$ cat config.mk
export PLATFORM = sky130hd
export DESIGN_NAME = alu_issue_ctrl
export DESIGN_NICKNAME = d
export VERILOG_FILES = /design/src/rtl/alu_issue_pkg.sv /design/src/rtl/rv32_alu_decode.sv /design/src/rtl/alu_issue_ctrl.sv
export SDC_FILE = /design/constraint.sdc
export NUM_CORES = 1
export LEC_CHECK = 0
export ABC_AREA = 0
export CORE_UTILIZATION = 40
export CTS_BUF_LIST = sky130_fd_sc_hd__clkbuf_4 sky130_fd_sc_hd__clkbuf_8
export DETAILED_ROUTE_END_ITERATION = 6
export HOLD_SLACK_MARGIN = 0.02
export PLACE_DENSITY = 0.71
export RECOVER_POWER = 100
export SYNTH_ARGS = -nofsm -noshare
export SYNTH_HDL_FRONTEND = slang
export SYNTH_SLANG_ARGS = --single-unit
$ cat constraint.sdc
create_clock -name clk -period 6.9 [get_ports clk]
set_input_delay 1.38 -clock clk [delete_from_list [all_inputs] [get_ports clk]]
set_output_delay 1.38 -clock clk [all_outputs]
set_load 0.005 [all_outputs]
$ cat src/rtl/alu_issue_pkg.sv
// Shared constants for the RV32I ALU issue slice: ALU op codes, opcodes, branch funct3 codes.
package alu_issue_pkg;

  localparam logic [3:0] ALU_ADD  = 4'd0;
  localparam logic [3:0] ALU_SUB  = 4'd1;
  localparam logic [3:0] ALU_AND  = 4'd2;
  localparam logic [3:0] ALU_OR   = 4'd3;
  localparam logic [3:0] ALU_XOR  = 4'd4;
  localparam logic [3:0] ALU_SLL  = 4'd5;
  localparam logic [3:0] ALU_SRL  = 4'd6;
  localparam logic [3:0] ALU_SRA  = 4'd7;
  localparam logic [3:0] ALU_SLT  = 4'd8;
  localparam logic [3:0] ALU_SLTU = 4'd9;
  localparam logic [3:0] ALU_EQ   = 4'd10;

  localparam logic [6:0] OPC_OP     = 7'b0110011;
  localparam logic [6:0] OPC_OP_IMM = 7'b0010011;
  localparam logic [6:0] OPC_LUI    = 7'b0110111;
  localparam logic [6:0] OPC_AUIPC  = 7'b0010111;
  localparam logic [6:0] OPC_BRANCH = 7'b1100011;

  localparam logic [2:0] F3_BEQ  = 3'b000;
  localparam logic [2:0] F3_BNE  = 3'b001;
  localparam logic [2:0] F3_BLT  = 3'b100;
  localparam logic [2:0] F3_BGE  = 3'b101;
  localparam logic [2:0] F3_BLTU = 3'b110;
  localparam logic [2:0] F3_BGEU = 3'b111;

  typedef enum logic [1:0] {A_RS1, A_PC, A_ZERO} a_sel_e;

  // ALU op implied by funct3 alone (no funct7 alternate forms)
  function automatic logic [3:0] f3_base_op(input logic [2:0] f3);
    case (f3)
      3'b000:  return ALU_ADD;
      3'b001:  return ALU_SLL;
      3'b010:  return ALU_SLT;
      3'b011:  return ALU_SLTU;
      3'b100:  return ALU_XOR;
      3'b101:  return ALU_SRL;
      3'b110:  return ALU_OR;
      default: return ALU_AND;
    endcase
  endfunction

endpackage

$ cat src/rtl/rv32_alu_decode.sv
// Combinational RV32I decode: instruction word to ALU op, operand selects, immediate and writeback info.
module rv32_alu_decode
  import alu_issue_pkg::*;
(
  input  logic [31:0] instr,
  output logic [3:0]  op,
  output a_sel_e      a_sel,
  output logic        b_imm,
  output logic [31:0] imm,
  output logic [4:0]  rd,
  output logic        wb_en,
  output logic        is_branch,
  output logic        illegal
);

  logic [6:0] opcode;
  logic [6:0] funct7;
  logic [2:0] funct3;

  assign opcode = instr[6:0];
  assign funct3 = instr[14:12];
  assign funct7 = instr[31:25];
  assign rd     = instr[11:7];

  always_comb begin
    op        = ALU_ADD;
    a_sel     = A_RS1;
    b_imm     = 1'b0;
    imm       = '0;
    wb_en     = 1'b0;
    is_branch = 1'b0;
    illegal   = 1'b0;
    case (opcode)
      OPC_OP: begin
        wb_en = 1'b1;
        if (funct7 == 7'b0000000)                         op = f3_base_op(funct3);
        else if (funct7 == 7'b0100000 && funct3 == 3'b000) op = ALU_SUB;
        else if (funct7 == 7'b0100000 && funct3 == 3'b101) op = ALU_SRA;
        else                                               illegal = 1'b1;
      end
      OPC_OP_IMM: begin
        wb_en = 1'b1;
        b_imm = 1'b1;
        imm   = {{20{instr[31]}}, instr[31:20]};
        // Shift-immediate forms reuse imm[11:5] as a funct7 qualifier
        if (funct3 == 3'b001 && funct7 != 7'b0000000)      illegal = 1'b1;
        else if (funct3 == 3'b101 && funct7 == 7'b0100000) op = ALU_SRA;
        else if (funct3 == 3'b101 && funct7 != 7'b0000000) illegal = 1'b1;
        else                                               op = f3_base_op(funct3);
      end
      OPC_LUI: begin
        wb_en = 1'b1;
        a_sel = A_ZERO;
        b_imm = 1'b1;
        imm   = {instr[31:12], 12'b0};
      end
      OPC_AUIPC: begin
        wb_en = 1'b1;
        a_sel = A_PC;
        b_imm = 1'b1;
        imm   = {instr[31:12], 12'b0};
      end
      OPC_BRANCH: begin
        is_branch = 1'b1;
        imm = {{19{instr[31]}}, instr[31], instr[7], instr[30:25], instr[11:8], 1'b0};
        case (funct3)
          F3_BEQ, F3_BNE:   op = ALU_EQ;
          F3_BLT, F3_BGE:   op = ALU_SLT;
          F3_BLTU, F3_BGEU: op = ALU_SLTU;
          default:          illegal = 1'b1;
        endcase
      end
      default: illegal = 1'b1;
    endcase
    if (illegal) begin
      op        = ALU_ADD;
      wb_en     = 1'b0;
      is_branch = 1'b0;
    end
    if (rd == 5'd0) wb_en = 1'b0;
  end

endmodule

$ cat src/rtl/alu_issue_ctrl.sv
// Two-stage ALU issue/writeback pipeline around an external combinational ALU.
// Optional macro ALU_ISSUE_ILLEGAL_TRAP_EN adds the wb_illegal output.
module alu_issue_ctrl
  import alu_issue_pkg::*;
#(
  parameter int XLEN = 32
) (
  input  logic            clk,
  input  logic            rst_n,
  input  logic            in_valid,
  output logic            in_ready,
  input  logic [31:0]     in_instr,
  input  logic [XLEN-1:0] in_pc,
  input  logic [XLEN-1:0] in_rs1_data,
  input  logic [XLEN-1:0] in_rs2_data,
  output logic [XLEN-1:0] alu_a,
  output logic [XLEN-1:0] alu_b,
  output logic [3:0]      alu_op,
  input  logic [XLEN-1:0] alu_result,
  input  logic            alu_branch_en,
  output logic            wb_valid,
  input  logic            wb_ready,
  output logic            wb_en,
  output logic [4:0]      wb_rd,
  output logic [XLEN-1:0] wb_data,
  output logic            br_taken,
  output logic [XLEN-1:0] br_target
`ifdef ALU_ISSUE_ILLEGAL_TRAP_EN
  ,
  output logic            wb_illegal
`endif
);

  logic [3:0]      dec_op;
  a_sel_e          dec_a_sel;
  logic            dec_b_imm;
  logic [31:0]     dec_imm;
  logic [4:0]      dec_rd;
  logic            dec_wb_en;
  logic            dec_is_branch;
  logic            dec_illegal;

  rv32_alu_decode u_decode (
    .instr     (in_instr),
    .op        (dec_op),
    .a_sel     (dec_a_sel),
    .b_imm     (dec_b_imm),
    .imm       (dec_imm),
    .rd        (dec_rd),
    .wb_en     (dec_wb_en),
    .is_branch (dec_is_branch),
    .illegal   (dec_illegal)
  );

  logic            s1_valid_reg, s1_valid_next;
  logic            wb_valid_reg, wb_valid_next;
  logic [3:0]      alu_op_reg;
  logic [XLEN-1:0] alu_a_reg, alu_b_reg, a_next;
  logic [4:0]      s1_rd_reg;
  logic            s1_wb_en_reg, s1_is_branch_reg;
  logic [1:0]      s1_br_sel_reg;  // {compare-type, invert} from funct3[2], funct3[0]
  logic [XLEN-1:0] s1_br_target_reg;
  logic            wb_en_reg, br_taken_reg;
  logic [4:0]      wb_rd_reg;
  logic [XLEN-1:0] wb_data_reg, br_target_reg;
  logic            s2_free, s1_adv, accept, br_cond;

  assign s2_free  = !wb_valid_reg || wb_ready;
  assign s1_adv   = s1_valid_reg && s2_free;
  assign in_ready = !s1_valid_reg || s2_free;
  assign accept   = in_valid && in_ready;

  always_comb begin
    s1_valid_next = s1_valid_reg;
    if (accept)      s1_valid_next = 1'b1;
    else if (s1_adv) s1_valid_next = 1'b0;
    wb_valid_next = wb_valid_reg;
    if (s1_adv)        wb_valid_next = 1'b1;
    else if (wb_ready) wb_valid_next = 1'b0;
  end

  always_comb begin
    case (dec_a_sel)
      A_PC:    a_next = in_pc;
      A_ZERO:  a_next = '0;
      default: a_next = in_rs1_data;
    endcase
  end

  assign br_cond = (s1_br_sel_reg[1] ? alu_result[0] : alu_branch_en) ^ s1_br_sel_reg[0];

`ifdef ALU_ISSUE_ILLEGAL_TRAP_EN
  logic s1_illegal_reg, wb_illegal_reg;
  always_ff @(posedge clk) begin
    if (!rst_n) begin
      s1_illegal_reg <= 1'b0;
      wb_illegal_reg <= 1'b0;
    end else begin
      if (accept) s1_illegal_reg <= dec_illegal;
      if (s1_adv) wb_illegal_reg <= s1_illegal_reg;
    end
  end
  assign wb_illegal = wb_illegal_reg;
`endif

  always_ff @(posedge clk) begin
    if (!rst_n) begin
      s1_valid_reg     <= 1'b0;
      wb_valid_reg     <= 1'b0;
      alu_op_reg       <= ALU_ADD;
      alu_a_reg        <= '0;
      alu_b_reg        <= '0;
      s1_rd_reg        <= '0;
      s1_wb_en_reg     <= 1'b0;
      s1_is_branch_reg <= 1'b0;
      s1_br_sel_reg    <= '0;
      s1_br_target_reg <= '0;
      wb_en_reg        <= 1'b0;
      wb_rd_reg        <= '0;
      wb_data_reg      <= '0;
      br_taken_reg     <= 1'b0;
      br_target_reg    <= '0;
    end else begin
      s1_valid_reg <= s1_valid_next;
      wb_valid_reg <= wb_valid_next;
      if (accept) begin
        alu_op_reg       <= dec_op;
        alu_a_reg        <= a_next;
        alu_b_reg        <= dec_b_imm ? dec_imm : in_rs2_data;
        s1_rd_reg        <= dec_rd;
        s1_wb_en_reg     <= dec_wb_en && !dec_illegal;
        s1_is_branch_reg <= dec_is_branch;
        s1_br_sel_reg    <= {in_instr[14], in_instr[12]};
        s1_br_target_reg <= in_pc + dec_imm;
      end
      if (s1_adv) begin
        wb_en_reg     <= s1_wb_en_reg;
        wb_rd_reg     <= s1_rd_reg;
        wb_data_reg   <= alu_result;
        br_taken_reg  <= s1_is_branch_reg && br_cond;
        br_target_reg <= s1_br_target_reg;
      end
    end
  end

  assign alu_op    = alu_op_reg;
  assign alu_a     = alu_a_reg;
  assign alu_b     = alu_b_reg;
  assign wb_valid  = wb_valid_reg;
  assign wb_en     = wb_en_reg;
  assign wb_rd     = wb_rd_reg;
  assign wb_data   = wb_data_reg;
  assign br_taken  = br_taken_reg;
  assign br_target = br_target_reg;

endmodule

==> results of run 1 <==
## path summary, 6_finish.rpt
path / startpoint / endpoint / cells past startpoint
hold reg to reg: wb_data[4] / wb_data[4] / 2
setup / recovery: in_instr[4] / s1_br_target_reg[30] / 15
setup reg to reg: wb_valid / s1_wb_en_reg / 7
hold / removal: wb_data[4] / wb_data[4] / 2
## worst reg2reg max path, cell delays in order, from the launching register on
cell       delay [ps]
dfxtp_1           340
nor2b_1           370
nand2_1           220
nand2_4           470
buf_4             630
a2111oi_0         260
a21oi_1           190
nor2_1             60
## cells in the final DEF (no fill, tap or decap), drive strengths merged, types with 13 or more instances in the layout
master	n
o211ai	23
a21o	13
nand2	251
a211oi	16
a221oi	36
clkbuf	20
dfxtp	182
nor2	88
clkdlybuf4s50	161
a21oi	157
nor3	46
ha	33
nand2b	22
dlygate4sd3	144
inv	34
nand3	26
o21ai	53
## kinds of logic after synthesis
logic type,Yosys count,share of synthesized area (%)
xor+xnor,15,1.43
buf+inv,115,4.84
flops,182,39.7
mux,7,0.776
fa+ha+maj,34,4.71
simple gates,494,23.8
compound gates,357,24.8
## stage by stage
| stage | util [%] | instance area [um2] |
|---|---|---|
| CTS | 56.5 | 12800 |
| global placement | 54.8 | 12400 |
| floorplan | - | 9190 |
| detailed placement | 54.8 | 12400 |
| finish | 56.3 | 12700 |
| global route | 56.3 | 12700 |
## layout make-up
type | instances | area, um2
Clock inverter | 15 | 159
Timing Repair Buffer | 316 | 3120
Sequential cell | 182 | 3640
Clock buffer | 17 | 234
Inverter | 29 | 110
Multi-Input combinational cell | 907 | 5080
Fill cell | 2149 | 9870
Tap cell | 285 | 357
## routing by layer
| layer | GRT usage, % | routed length [um] | vias to the layer above |
|---|---|---|---|
| li1 | - | - | 4777 |
| met1 | 36.8 | 14400 | 4525 |
| met2 | 42.9 | 15000 | 425 |
| met3 | 4.74 | 2310 | 70 |
| met4 | 11.8 | 1110 | 0 |
| met5 | 0 | 0 | - |
## report_power, final
part / switching (W) / internal [W] / leakage (nW)
clock network: 0.000455 / 0.000272 / 0.202
registers: 0.0000282 / 0.00111 / 1.50
logic: 0.000208 / 0.000210 / 3.50
==> results.sh, run 1 <==
export IMPL_synth_seq_cells=182
export IMPL_cp_arrival_ps=6160
export IMPL_cts_max_path_buffers=2
export IMPL_path_delay_family="compound AO/OA/AOI/OAI gates"
export IMPL_regToRegSetupSlack_ps=4120
export IMPL_outcome="complete, but fails checks"
export IMPL_timing_fmax_mhz=169
export IMPL_grt_pass1_vias=9029
export IMPL_dieArea_um2=23600
export IMPL_yosys_area_top_type="dfxtp_1"
export IMPL_pre_cts_ws_ps=1150
export IMPL_core_um2=22600
export IMPL_cp_start_kind="primary input"
export IMPL_syn_avg_cell_area_um2=7.63
export IMPL_finalHoldViolCount=0
export IMPL_grt_pass1_wl_mm=50.7
export IMPL_synth_flop_cell="dfxtp_1"
export IMPL_antenna_found_initial=0
export IMPL_cp_end_kind="flip-flop"
export IMPL_fin_nets=1652
export IMPL_rsz0062_at_grt="false"
export IMPL_syn_nets=1403
export IMPL_synth_commonest_cells="251 x nand2_1, 182 x dfxtp_1, 156 x a21oi_1"
export IMPL_final_max_slew_viol_count=176
export IMPL_worst_setup_path_type="primary input to flip-flop"
export IMPL_die_h_um=154
export IMPL_finalPower_w=0.00228
export IMPL_ctsHoldBuffers=0
export IMPL_cts_sinks=182
export IMPL_synth_cell_types=65
export IMPL_postLayoutSetupSlackWorst_ps=980
export IMPL_worst_slew_pin_slew_ps=3180
export IMPL_violations="capacitance limit, slew limit"
export IMPL_worstPathRequired_ps=7140
export IMPL_drv_cap=3
export IMPL_relSlewSlack_pct=-112
export IMPL_post_cts_resized=0
export IMPL_initial_utilization_pct=40.7
export IMPL_antenna_left=0
export IMPL_cts_root_buf="clkbuf_8"
export IMPL_syn_to_final_growth_pct=38.3
export IMPL_port_buffers=305
export IMPL_leakagePower_nw=5.19
export IMPL_routedWlPerCell_um=18.7
export IMPL_synth_edf_count=0
export IMPL_overflow=0
export IMPL_synth_top_area_share_pct=39.7
export IMPL_first_pass_iters=5
export IMPL_cp_cell_sequence="dlygate4sd3_1 -> nor2b_1 -> nand3_1 -> nor2_1 -> inv_1 -> ha_1 -> o21ai_0 -> ha_1 -> a21oi_1 -> nand2_1 -> a211oi_1 -> a21oi_1 -> a211oi_1 -> mux2i_1 -> o32ai_1"
export IMPL_dr_first_iter_drc_count=729
export IMPL_fin_crit_ps=5920
export IMPL_cts_setup_buffers=0
export IMPL_grtUsageTotal_pct=27.3
export IMPL_vdd_ir_drop_max_uv=99.5
export IMPL_clk_pin_slew_ps=120
export IMPL_skew_ps=17.4
export IMPL_period_share_pct=85.8
export IMPL_drc=0
export IMPL_powerDensity_nw_per_um2=180
export IMPL_async_reset_ff_share_pct=0
export IMPL_gp_congestion=0.951
export IMPL_synth_warnings=0
export IMPL_synthCells=1204
export IMPL_num_rows=55
export IMPL_grt_max_degree=71
export IMPL_cts_htree_levels=4
export IMPL_cts_tree="yes"
export IMPL_vias_per_cell=5.60
export IMPL_drive_gt1_share_pct=3.62
export IMPL_cts_made_buffers=17
export IMPL_min_path_type="flip-flop to flip-flop"
export IMPL_netlist_top_cells_area="dfxtp_1 40%, nand2_1 10%, a21oi_1 8.5%, ha_1 4.5%, nor2_1 3.6%"
export IMPL_die_w_um=154
export IMPL_place_hpwl_mm=24.3
export IMPL_crit_fanout=23
export IMPL_synth_most_common_cell="nand2_1"
export IMPL_finalNonFillerCells=1751
export IMPL_routed_wl_mm=32.8
export IMPL_ios=306
export IMPL_synthesis_area_um2=9190
export IMPL_place_inst=1719
export IMPL_max_stage_delay_ps=730
export IMPL_yosysSeqAreaShare_pct=39.7
export IMPL_final_setup_viol_count=0
export IMPL_worst_hold_slack_ps=455
export IMPL_insertion_delay_ps=480
export IMPL_critPathSlowestCell="a211oi_1"
export IMPL_worst_path_buf_inv=2
export IMPL_diodes=0
export IMPL_vias=9797
export IMPL_fin_setup_tns_ps=0
(Power assumes the default switching activity.)
==> run 2: changes to the inputs <==
--- a/config.mk
+++ b/config.mk
@@ -14,4 +14,5 @@
 export RECOVER_POWER = 100
 export SYNTH_ARGS = -nofsm -noshare
 export SYNTH_HDL_FRONTEND = slang
+export SYNTH_HIERARCHICAL = 1
 export SYNTH_SLANG_ARGS = --single-unit
==> results.sh, run 2 <==
export IMPL_outcome="complete, but fails checks"
export IMPL_violations="capacitance limit, slew limit"
export IMPL_relSlewSlack_pct=-107
export IMPL_final_common_cell="nand2_1"
export IMPL_crit_fanout=19
export IMPL_cts_htree_levels=4
export IMPL_vias_per_cell=5.27
export IMPL_worstPathRequired_ps=7280
export IMPL_syn_avg_cell_area_um2=8.40
export IMPL_min_path_type="flip-flop to flip-flop"
export IMPL_dr_first_iter_drc_count=555
export IMPL_place_hpwl_mm=23.1
export IMPL_cp_startpoint="in_instr[2]"
export IMPL_overflow=0
export IMPL_pre_cts_ws_ps=1360
export IMPL_p_sw_share_pct=30.1
export IMPL_drv_cap=4
export IMPL_netlist_top_cells_area="dfxtp_1 39%, nand2_1 10%, a21boi_0 7.2%, ha_1 4.2%, o211a_1 3.8%"
export IMPL_rsz0062_at_grt="false"
export IMPL_n_fill_cell=2123
export IMPL_gp_congestion=0.912
export IMPL_die_h_um=156
export IMPL_core_um2=22800
export IMPL_power_frac_comb_pct=17.6
export IMPL_cp_arrival_ps=6060
export IMPL_cts_root_buf="clkbuf_8"
export IMPL_syn_to_final_growth_pct=37.8
export IMPL_fin_nets=1564
export IMPL_diodes=0
export IMPL_routed_wl_mm=30.6
export IMPL_routedWlPerCell_um=18.1
export IMPL_multi_input_area_um2=5390
export IMPL_cp_end_kind="flip-flop"
export IMPL_dieArea_um2=24200
export IMPL_drc=0
export IMPL_powerDensity_nw_per_um2=178
export IMPL_cts_sinks=182
export IMPL_finalHoldViolCount=0
export IMPL_grt_max_degree=75
export IMPL_timing_fmax_mhz=176
export IMPL_fin_setup_tns_ps=0
export IMPL_synth_most_common_cell="nand2_1"
export IMPL_max_stage_delay_ps=610
export IMPL_num_rows=55
export IMPL_regToRegSetupSlack_ps=2770
export IMPL_grtUsageTotal_pct=25.6
export IMPL_leakagePower_nw=5.63
export IMPL_critPathCapture="s1_br_target_reg[31]"
export IMPL_drive_gt1_share_pct=4.06
export IMPL_antenna_found_initial=0
export IMPL_synth_warnings=6
export IMPL_cts_made_buffers=17
export IMPL_antenna_left=0
export IMPL_ios=306
export IMPL_port_buffers=305
export IMPL_cts_tree="yes"
export IMPL_fin_crit_ps=5680
export IMPL_synth_cell_types=61
export IMPL_insertion_delay_ps=490
export IMPL_p_clk_share_pct=33.3
export IMPL_worst_slew_pin_slew_ps=3100
export IMPL_initial_utilization_pct=41.3
export IMPL_synth_commonest_cells="251 x nand2_1, 182 x dfxtp_1, 91 x a21boi_0"
export IMPL_grt_pass1_vias=8449
export IMPL_synth_edf_count=0
export IMPL_period_share_pct=82.4
export IMPL_critPathSlowestCell="clkbuf_1"
export IMPL_intPower_w=0.00162
export IMPL_final_cell_mix="251 x nand2_1, 182 x dfxtp_1, 160 x clkdlybuf4s50_1, 144 x dlygate4sd3_1, 91 x a21boi_0"
export IMPL_switching_power_w=0.000694
export IMPL_synth_seq_cells=182
export IMPL_die_w_um=156
export IMPL_worst_setup_path_type="primary input to flip-flop"
export IMPL_r2r_end="alu_a[10]"
export IMPL_yosysSeqAreaShare_pct=38.6
export IMPL_final_setup_viol_count=0
export IMPL_r2r_start="wb_valid"
export IMPL_cp_start_kind="primary input"
export IMPL_synth_top_area_share_pct=38.6
export IMPL_final_max_slew_viol_count=180
export IMPL_clk_pin_slew_ps=130
export IMPL_register_area_um2=3640
export IMPL_post_cts_resized=0
export IMPL_skew_ps=16.1
export IMPL_cp_cell_sequence="dlygate4sd3_1 -> nand4bb_1 -> a21oi_1 -> and2_0 -> clkbuf_1 -> a21o_1 -> ha_1 -> and2_0 -> and3_2 -> a221o_1 -> a31oi_2 -> o21ai_2 -> a41o_1 -> o221ai_2 -> xnor2_1 -> o21ai_1"
export IMPL_ctsHoldBuffers=0
export IMPL_postLayoutSetupSlackWorst_ps=1220
export IMPL_cts_setup_buffers=0
export IMPL_synth_flop_cell="dfxtp_1"
export IMPL_async_reset_ff_share_pct=0
export IMPL_sequentialPowerShare_pct=49.2
export IMPL_cts_max_path_buffers=2
export IMPL_vias=8910
export IMPL_syn_nets=1320
export IMPL_synthesis_area_um2=9430
export IMPL_reg2reg_depth=6
export IMPL_grt_pass1_wl_mm=48.1
export IMPL_crit_path_frequent_cell="and2_0"
export IMPL_first_pass_iters=5
export IMPL_vdd_ir_drop_max_uv=123
export IMPL_yosys_area_top_type="dfxtp_1"
export IMPL_synthCells=1122
[run 2: logic make-up after synthesis]
family	synth area share, %
flip-flops	38.6
XOR/XNOR	2.88
AND/OR/NAND/NOR	20.9
buffers and inverters	4.30
multiplexers	3.50
AO/OA/AOI/OAI	25.3
adder cells (fa/ha/maj)	4.46
[run 2: per-layer routing]
metal	vias up	track usage, %	wire length (um)
met4	0	7.00	514
met5	-	0	0
met1	4111	34.5	14300
met2	323	40.4	13500
met3	25	6.61	2300
li1	4451	-	-
[run 2: final cells by class]
type	instances	share of cell area (%)
clock buffers	18	1.91
clock inverters	14	1.36
inverters	8	0.231
multi-input cells	842	41.5
flip-flops and latches	182	28.0
well taps	313	3.01
repair buffers	315	23.9
[run 2: through the flow]
stage	area, um2	instances	power (W)	hold slack (ps)	util [%]
after floorplan	9430	1122	0.00134	437	-
final	13000	1692	0.00231	451	56.9
after detailed placement	12600	1660	0.00158	455	55.1
after global routing	13000	1692	0.00242	485	56.9
after CTS	13000	1692	0.00235	446	57.0
after global placement	12600	1660	0.00158	449	55.1
[run 2: worst min path at each step]
stage                                     from                    to  slack, ps  cells past startpoint
after global routing                wb_data[5]            wb_data[5]        490                      2
final                      s1_br_target_reg[0]          br_target[0]        450                      2
after CTS                  s1_br_target_reg[0]          br_target[0]        450                      2
after floorplan           s1_br_target_reg[31]  s1_br_target_reg[31]        440                      2
after detailed placement          s1_rd_reg[0]              wb_rd[0]        460                      2
after global placement            s1_rd_reg[0]              wb_rd[0]        450                      2
[run 2: worst max-delay path: cells and delay by family]
| family | cells | cell delay (ps) |
|---|---|---|
| AO/OA/AOI/OAI | 8 | 1910 |
| buffers and inverters | 2 | 1200 |
| AND/OR/NAND/NOR | 4 | 1120 |
| adder cells (fa/ha/maj) | 1 | 300 |
| XOR/XNOR | 1 | 130 |
[run 2: power by group through the flow]
| stage | sequential [W] | combinational [W] | clock [W] |
|---|---|---|---|
| floorplan | 0.00116 | 0.000180 | 0 |
| global placement | 0.00116 | 0.000417 | 0 |
| detailed placement | 0.00116 | 0.000419 | 0 |
| CTS | 0.00114 | 0.000422 | 0.000785 |
| global route | 0.00114 | 0.000443 | 0.000830 |
| finish | 0.00114 | 0.000406 | 0.000768 |
